===== src/rtl/variable_latency_bank_responder.sv =====
// Target-side TCDM bank endpoint: credit-gated request admission, fixed-latency
// SRAM tag pipeline and a fall-through response FIFO that absorbs back-pressure.

module variable_latency_bank_responder_chk #(
    parameter int unsigned RespFifoDepth = 2,
    parameter int unsigned CntWidth      = 2
) (
    input logic                clk_i,
    input logic                rst_ni,
    input logic                push_i,
    input logic                full_i,
    input logic                pop_i,
    input logic                empty_i,
    input logic [CntWidth-1:0] outstanding_i
);

    // Credit accounting must keep the response FIFO from overflowing.
    assert property (@(posedge clk_i) disable iff (!rst_ni) !(push_i && full_i));

    // Popping an empty FIFO would mean a response without a request.
    assert property (@(posedge clk_i) disable iff (!rst_ni) !(pop_i && empty_i));

    // Outstanding credits are bounded by the buffer depth.
    assert property (@(posedge clk_i) disable iff (!rst_ni)
                     outstanding_i <= CntWidth'(RespFifoDepth));

endmodule

module variable_latency_bank_responder #(
    parameter int unsigned NumIn         = 32,
    parameter int unsigned AddrMemWidth  = 12,
    parameter int unsigned DataWidth     = 32,
    parameter int unsigned BeWidth       = DataWidth / 8,
    parameter int unsigned MemLatency    = 1,
    parameter int unsigned RespFifoDepth = 2,
    localparam int unsigned IniAddrWidth = (NumIn > 1) ? $clog2(NumIn) : 1
) (
    input  logic                    clk_i,
    input  logic                    rst_ni,
    input  logic                    req_valid_i,
    output logic                    req_ready_o,
    input  logic [IniAddrWidth-1:0] req_ini_addr_i,
    input  logic [AddrMemWidth-1:0] req_tgt_addr_i,
    input  logic                    req_wen_i,
    input  logic [DataWidth-1:0]    req_wdata_i,
    input  logic [BeWidth-1:0]      req_be_i,
    output logic                    resp_valid_o,
    input  logic                    resp_ready_i,
    output logic [IniAddrWidth-1:0] resp_ini_addr_o,
    output logic [DataWidth-1:0]    resp_rdata_o,
    output logic                    mem_req_o,
    output logic [AddrMemWidth-1:0] mem_addr_o,
    output logic                    mem_wen_o,
    output logic [DataWidth-1:0]    mem_wdata_o,
    output logic [BeWidth-1:0]      mem_be_o,
    input  logic [DataWidth-1:0]    mem_rdata_i
);

    localparam int unsigned CntWidth  = $clog2(RespFifoDepth + 1);
    localparam int unsigned PtrWidth  = (RespFifoDepth > 1) ? $clog2(RespFifoDepth) : 1;
    localparam int unsigned RespWidth = IniAddrWidth + DataWidth;

    // Circular pointer advance for a depth that need not be a power of two.
    function automatic logic [PtrWidth-1:0] ptr_inc(input logic [PtrWidth-1:0] ptr);
        if (ptr == PtrWidth'(RespFifoDepth - 1)) begin
            return {PtrWidth{1'b0}};
        end else begin
            return ptr + PtrWidth'(1);
        end
    endfunction

    logic [CntWidth-1:0]                       outstanding_q, outstanding_d;
    logic [MemLatency-1:0]                     pipe_valid_q, pipe_valid_d;
    logic [MemLatency-1:0]                     pipe_wen_q, pipe_wen_d;
    logic [MemLatency-1:0][IniAddrWidth-1:0]   pipe_ini_q, pipe_ini_d;
    logic [RespWidth-1:0]                      fifo_mem_q [RespFifoDepth];
    logic [RespWidth-1:0]                      fifo_mem_d [RespFifoDepth];
    logic [PtrWidth-1:0]                       wr_ptr_q, wr_ptr_d, rd_ptr_q, rd_ptr_d;
    logic [CntWidth-1:0]                       fifo_cnt_q, fifo_cnt_d;

    logic                 accept_s, resp_hs_s, push_s, pop_s;
    logic                 fifo_empty_s, fifo_full_s, exit_valid_s;
    logic [RespWidth-1:0] exit_word_s;

    // Ready depends only on the registered credit count.
    assign req_ready_o  = (outstanding_q < CntWidth'(RespFifoDepth));
    assign accept_s     = req_valid_i & req_ready_o;

    // SRAM port is a straight pass-through of the accepted request.
    assign mem_req_o    = accept_s;
    assign mem_addr_o   = req_tgt_addr_i;
    assign mem_wen_o    = req_wen_i;
    assign mem_wdata_o  = req_wdata_i;
    assign mem_be_o     = req_be_i;

    assign fifo_empty_s = (fifo_cnt_q == {CntWidth{1'b0}});
    assign fifo_full_s  = (fifo_cnt_q == CntWidth'(RespFifoDepth));
    assign exit_valid_s = pipe_valid_q[MemLatency-1];
    assign exit_word_s  = {pipe_ini_q[MemLatency-1],
                           pipe_wen_q[MemLatency-1] ? {DataWidth{1'b0}} : mem_rdata_i};

    assign resp_valid_o = !fifo_empty_s | exit_valid_s;
    assign resp_hs_s    = resp_valid_o & resp_ready_i;
    // Exit word bypasses storage only when nothing older is queued and it is taken now.
    assign push_s       = exit_valid_s & !(fifo_empty_s & resp_ready_i);
    assign pop_s        = !fifo_empty_s & resp_ready_i;

    // Response mux: oldest buffered word first, else the pipeline exit, else zero.
    always_comb begin
        {resp_ini_addr_o, resp_rdata_o} = {RespWidth{1'b0}};
        if (!fifo_empty_s) begin
            {resp_ini_addr_o, resp_rdata_o} = fifo_mem_q[rd_ptr_q];
        end else if (exit_valid_s) begin
            {resp_ini_addr_o, resp_rdata_o} = exit_word_s;
        end else begin
            {resp_ini_addr_o, resp_rdata_o} = {RespWidth{1'b0}};
        end
    end

    // Credit counter: +1 per accept, -1 per response handshake.
    always_comb begin
        outstanding_d = outstanding_q;
        if (accept_s && !resp_hs_s) begin
            outstanding_d = outstanding_q + CntWidth'(1);
        end else if (!accept_s && resp_hs_s) begin
            outstanding_d = outstanding_q - CntWidth'(1);
        end else begin
            outstanding_d = outstanding_q;
        end
    end

    // Tag pipeline shifts every cycle in lock-step with the SRAM latency.
    always_comb begin
        pipe_valid_d    = pipe_valid_q;
        pipe_wen_d      = pipe_wen_q;
        pipe_ini_d      = pipe_ini_q;
        pipe_valid_d[0] = accept_s;
        pipe_wen_d[0]   = req_wen_i;
        pipe_ini_d[0]   = req_ini_addr_i;
        for (int k = 1; k < int'(MemLatency); k++) begin
            pipe_valid_d[k] = pipe_valid_q[k-1];
            pipe_wen_d[k]   = pipe_wen_q[k-1];
            pipe_ini_d[k]   = pipe_ini_q[k-1];
        end
    end

    // Response FIFO next state: storage write, pointers and occupancy.
    always_comb begin
        fifo_mem_d = fifo_mem_q;
        wr_ptr_d   = wr_ptr_q;
        rd_ptr_d   = rd_ptr_q;
        if (push_s) begin
            fifo_mem_d[wr_ptr_q] = exit_word_s;
            wr_ptr_d             = ptr_inc(wr_ptr_q);
        end else begin
            wr_ptr_d = wr_ptr_q;
        end
        if (pop_s) begin
            rd_ptr_d = ptr_inc(rd_ptr_q);
        end else begin
            rd_ptr_d = rd_ptr_q;
        end
        fifo_cnt_d = fifo_cnt_q + CntWidth'(push_s) - CntWidth'(pop_s);
    end

    // State registers; reset drops in-flight requests and empties the FIFO.
    always_ff @(posedge clk_i or negedge rst_ni) begin
        if (!rst_ni) begin
            outstanding_q <= {CntWidth{1'b0}};
            pipe_valid_q  <= {MemLatency{1'b0}};
            pipe_wen_q    <= {MemLatency{1'b0}};
            pipe_ini_q    <= {(MemLatency*IniAddrWidth){1'b0}};
            wr_ptr_q      <= {PtrWidth{1'b0}};
            rd_ptr_q      <= {PtrWidth{1'b0}};
            fifo_cnt_q    <= {CntWidth{1'b0}};
            for (int k = 0; k < int'(RespFifoDepth); k++) begin
                fifo_mem_q[k] <= {RespWidth{1'b0}};
            end
        end else begin
            outstanding_q <= outstanding_d;
            pipe_valid_q  <= pipe_valid_d;
            pipe_wen_q    <= pipe_wen_d;
            pipe_ini_q    <= pipe_ini_d;
            wr_ptr_q      <= wr_ptr_d;
            rd_ptr_q      <= rd_ptr_d;
            fifo_cnt_q    <= fifo_cnt_d;
            fifo_mem_q    <= fifo_mem_d;
        end
    end

    variable_latency_bank_responder_chk #(
        .RespFifoDepth (RespFifoDepth),
        .CntWidth      (CntWidth)
    ) u_chk (
        .clk_i         (clk_i),
        .rst_ni        (rst_ni),
        .push_i        (push_s),
        .full_i        (fifo_full_s),
        .pop_i         (pop_s),
        .empty_i       (fifo_empty_s),
        .outstanding_i (outstanding_q)
    );

endmodule

===== config.mk =====
export PLATFORM = sky130hd
export DESIGN_NAME = variable_latency_bank_responder
export DESIGN_NICKNAME = d
export VERILOG_FILES = /design/src/rtl/variable_latency_bank_responder.sv
export SDC_FILE = /design/constraint.sdc
export NUM_CORES = 1
export LEC_CHECK = 0
export BUFFER_PORTS_ARGS = -buffer_cell sky130_fd_sc_hd__buf_4
export CORE_ASPECT_RATIO = 0.6
export CORE_UTILIZATION = 30
export CTS_BUF_LIST = sky130_fd_sc_hd__clkbuf_4 sky130_fd_sc_hd__clkbuf_8
export DETAILED_ROUTE_END_ITERATION = 10
export PLACE_DENSITY = 0.59
export SLEW_MARGIN = 5
export SYNTH_ARGS = -nofsm -noshare
export SYNTH_HDL_FRONTEND = slang
export SYNTH_SLANG_ARGS = --single-unit

===== constraint.sdc =====
create_clock -name clk_i -period 2.1 [get_ports clk_i]
set_clock_uncertainty 0.15 [all_clocks]
set_input_delay 0.21 -clock clk_i [delete_from_list [all_inputs] [get_ports clk_i]]
set_output_delay 0.21 -clock clk_i [all_outputs]
set_load 0.01 [all_outputs]

==> flow_summary.yaml <==
timing:
  fmax_ghz: 0.4532
  tightest_slew_ps: 716.6
  holdWs_ps: 117.3
  setup_slack_ps: -106.6
  fin_crit_ps: 2207
  fin_crit_sh_pct: 105.1
  rsz0062_at_grt: "true"
  slew_viol_final: 0
  setup_viol: 31
  relSlewSlack_pct: 52.18
  hold_viol_final: 0
critical_path:
  cp_slowest_stage_delay_ps: 410
  path_depth: 7
  end_kind: "primary output"
  path_buf_inv: 4
  cpMostUsedCell: "buf_6"
  cp_cell_sequence: "buf_6 > or2_4 > nor2_4 > buf_6 > buf_12 > o2bb2ai_4 > buf_6"
  cp.arrival_ps: 1850
  reg2regPathDepth: 5
  worstSetupPathType: "reg -> out"
  critPathTopFamily: "buffers and inverters"
  slowest_stage: "dfrtp_1"
  worstPathRequired_ps: 1740
  crit_fanout: 7
  worst_setup_path_start_kind: "flop"
synth:
  yosysMostFrequentCell: "dfrtp_1"
  synth_flop_cell: "dfrtp_1"
  synth_edf_count: 0
  async_reset_ff_share_pct: 100.0
  synth_commonest_cells: "dfrtp_1 (87), a22o_1 (62), buf_4 (50)"
  synth-warning-count: 0
  synth.distinct_cells: 29
  synth_largest_area_cell: "dfrtp_1"
  synthTopCellsByArea: "dfrtp_1 (51%), a22o_1 (13%), buf_4 (8.8%)"
  synth.yosys.seq_area_share_pct: 50.82
  postSynthCellCount: 346
  netlist.area_leader.share_pct: 50.82
  syn_area_per_cell_um2: 12.38
  syn-cell-area_um2: 4284
  ys_ff_latch: 87
  syn-num-nets: 438
finish:
  diodes: 0
  finish.utilization_pct: 44.51
  synthToLayoutAreaGrowth_pct: 43.28
  final_area_um2: 6138
  drive_gt1_share_pct: 39.23
  layout.nets: 528
  layout.cells.non_filler: 633
route:
  drt_first_pass_iters: 4
  num_vias: 3198
  via_per_inst: 5.052
  wl_per_cell_um: 18.48
  final_antenna_net_count: 0
  drt_iter0_drc: 153
  totalWireLength_mm: 11.70
  drc_errors: 0
placed_design:
  place_inst: 565
  pre_cts_ws_ps: 2.786
  io_buffers: 82
  place_congestion: 0.7483
  dp_hpwl_mm: 6.769
  dpl_cell_area_um2: 4857
run:
  cap_violations: 0
power:
  irDropWorstVdd_uv: 640.3
  power_density_nw_per_um2: 1493
  power.static_leakage_nw: 2.754
run_status:
  violations: "setup timing"
  run_status: "complete, but fails checks"
clock_network:
  cts_max_path_buffers: 2
  cts_made_buffers: 9
  cts_tree: "built"
  clk_pin_slew_ps: 90
  clock-root-buffer: "clkbuf_8"
  insertion_delay_ps: 360
  cts.htree.levels: 3
  cts.sink_count: 87
die:
  io_pins: 179
  coreArea_um2: 13790
  die_x_um: 156.3
  core.rowCount: 33
  die_y_um: 94.57
  die-area_um2: 14780
  start_util_pct: 31.07
global_routing:
  grt_pass1_vias: 3351
  grt_max_degree: 37
  antenna_found_initial: 0
  grt_overflow: 0
  track_usage_pct: 16.25
  grt_pass1_wl_mm: 18.04
min_path:
  holdPathStages: 4
  min_path_type: "in -> reg"
==> path summary, 6_finish.rpt <==
| kind | startpoint | to | slack, ps |
|---|---|---|---|
| max | fifo_cnt_q[0]$_DFF_PN0_ | resp_rdata_o[18] | -110 |
| min | resp_ready_i | rd_ptr_q$_DFFE_PN0P_ | 120 |
| min in group asynchronous | rst_ni | pipe_ini_q[1]$_DFF_PN0_ | 210 |
| max in group asynchronous | rst_ni | fifo_mem_q[8]$_DFFE_PN0P_ | 960 |
| min reg2reg | outstanding_q[1]$_DFFE_PN0P_ | exit_valid_s$_DFF_PN0_ | 330 |
| max reg2reg | fifo_cnt_q[1]$_DFF_PN0_ | fifo_mem_q[69]$_DFFE_PN0P_ | 100 |
==> worst min-delay path, delay by kind of cell <==
family                    cells  cell delay, ps
xor gates and xnor gates      1             120
buffers and inverters         2             200
and+or+nand+nor               1              60
==> placed cells by master (no fill, tap or decap), types with 3 or more instances in the layout <==
cell type and n:
buf_4 82, a22o_1 62, dlygate4sd3_1 39, o21ai_1 6
dfrtp_1 86, bufinv_16 3, nand3_1 6, clkbuf_8 9
o2bb2ai_1 8, nand2_1 3, buf_12 8, xnor2_1 5
o2bb2ai_4 18, mux2_2 12, mux2i_1 37, o2bb2ai_2 5
buf_6 22
==> final cells by class <==
cell class	count	area [µm²]
Inverter	1	3.754
Multi-Input combinational cell	183	1989
Tap cell	192	240.2
Clock inverter	5	106.4
Sequential cell	87	2178
Clock buffer	11	138.9
Fill cell	1266	7652
Timing Repair Buffer	154	1481
==> repair_timing <==
| action | in CTS | in global routing |
|---|---|---|
| hold buffers | 39 | 0 |
| setup buffers | 6 | 7 |
| setup endpoints to repair | 34 | 38 |
| pin swaps | 1 | 6 |
| endpoints found under the hold margin | 103 | 0 |
| resized for setup | 59 | 33 |
| gates cloned | 3 | 1 |
==> kinds of logic after synthesis <==
group / share of synthesized area, %
AOI/OAI and AO/OA: 19.95
xor gates and xnor gates: 1.227
adders and majority gates: 0.5840
buffers and inverters: 12.03
DFF: 50.82
muxes: 11.80
and+or+nand+nor: 3.593
==> report_power, final <==
group	total (W)	switching, W	internal, W	leakage (nW)
combinational	0.00485	0.00222	0.00263	1.52
sequential	0.00289	0.000446	0.00244	1.11
clock	0.00142	0.000602	0.000820	0.121
==> through the flow <==
| stage | total power [W] | setup TNS [ps] |
|---|---|---|
| finish | 0.009164 | -1646 |
| global route | 0.009710 | -4057 |
| CTS | 0.008742 | -3698 |
| detailed placement | 0.006646 | 0 |
| global placement | 0.006518 | 0 |
| floorplan | 0.005153 | 0 |
==> routing by layer <==
layer | share of wire (%) | track usage [%]
met4 | 0.91 | 3.513
met5 | 0 | 0
met1 | 47 | 21.31
met2 | 47 | 26.49
met3 | 5.6 | 4.911
==> state kept, by name (all words and copies together) (netlist names) <==
signal         flops
fifo_mem_q        74
pipe_ini_q         5
fifo_cnt_q         2
outstanding_q      2
exit_valid_s       1
pipe_wen_q         1
rd_ptr_q           1
wr_ptr_q           1
Power figures use the tool's default switching activity.
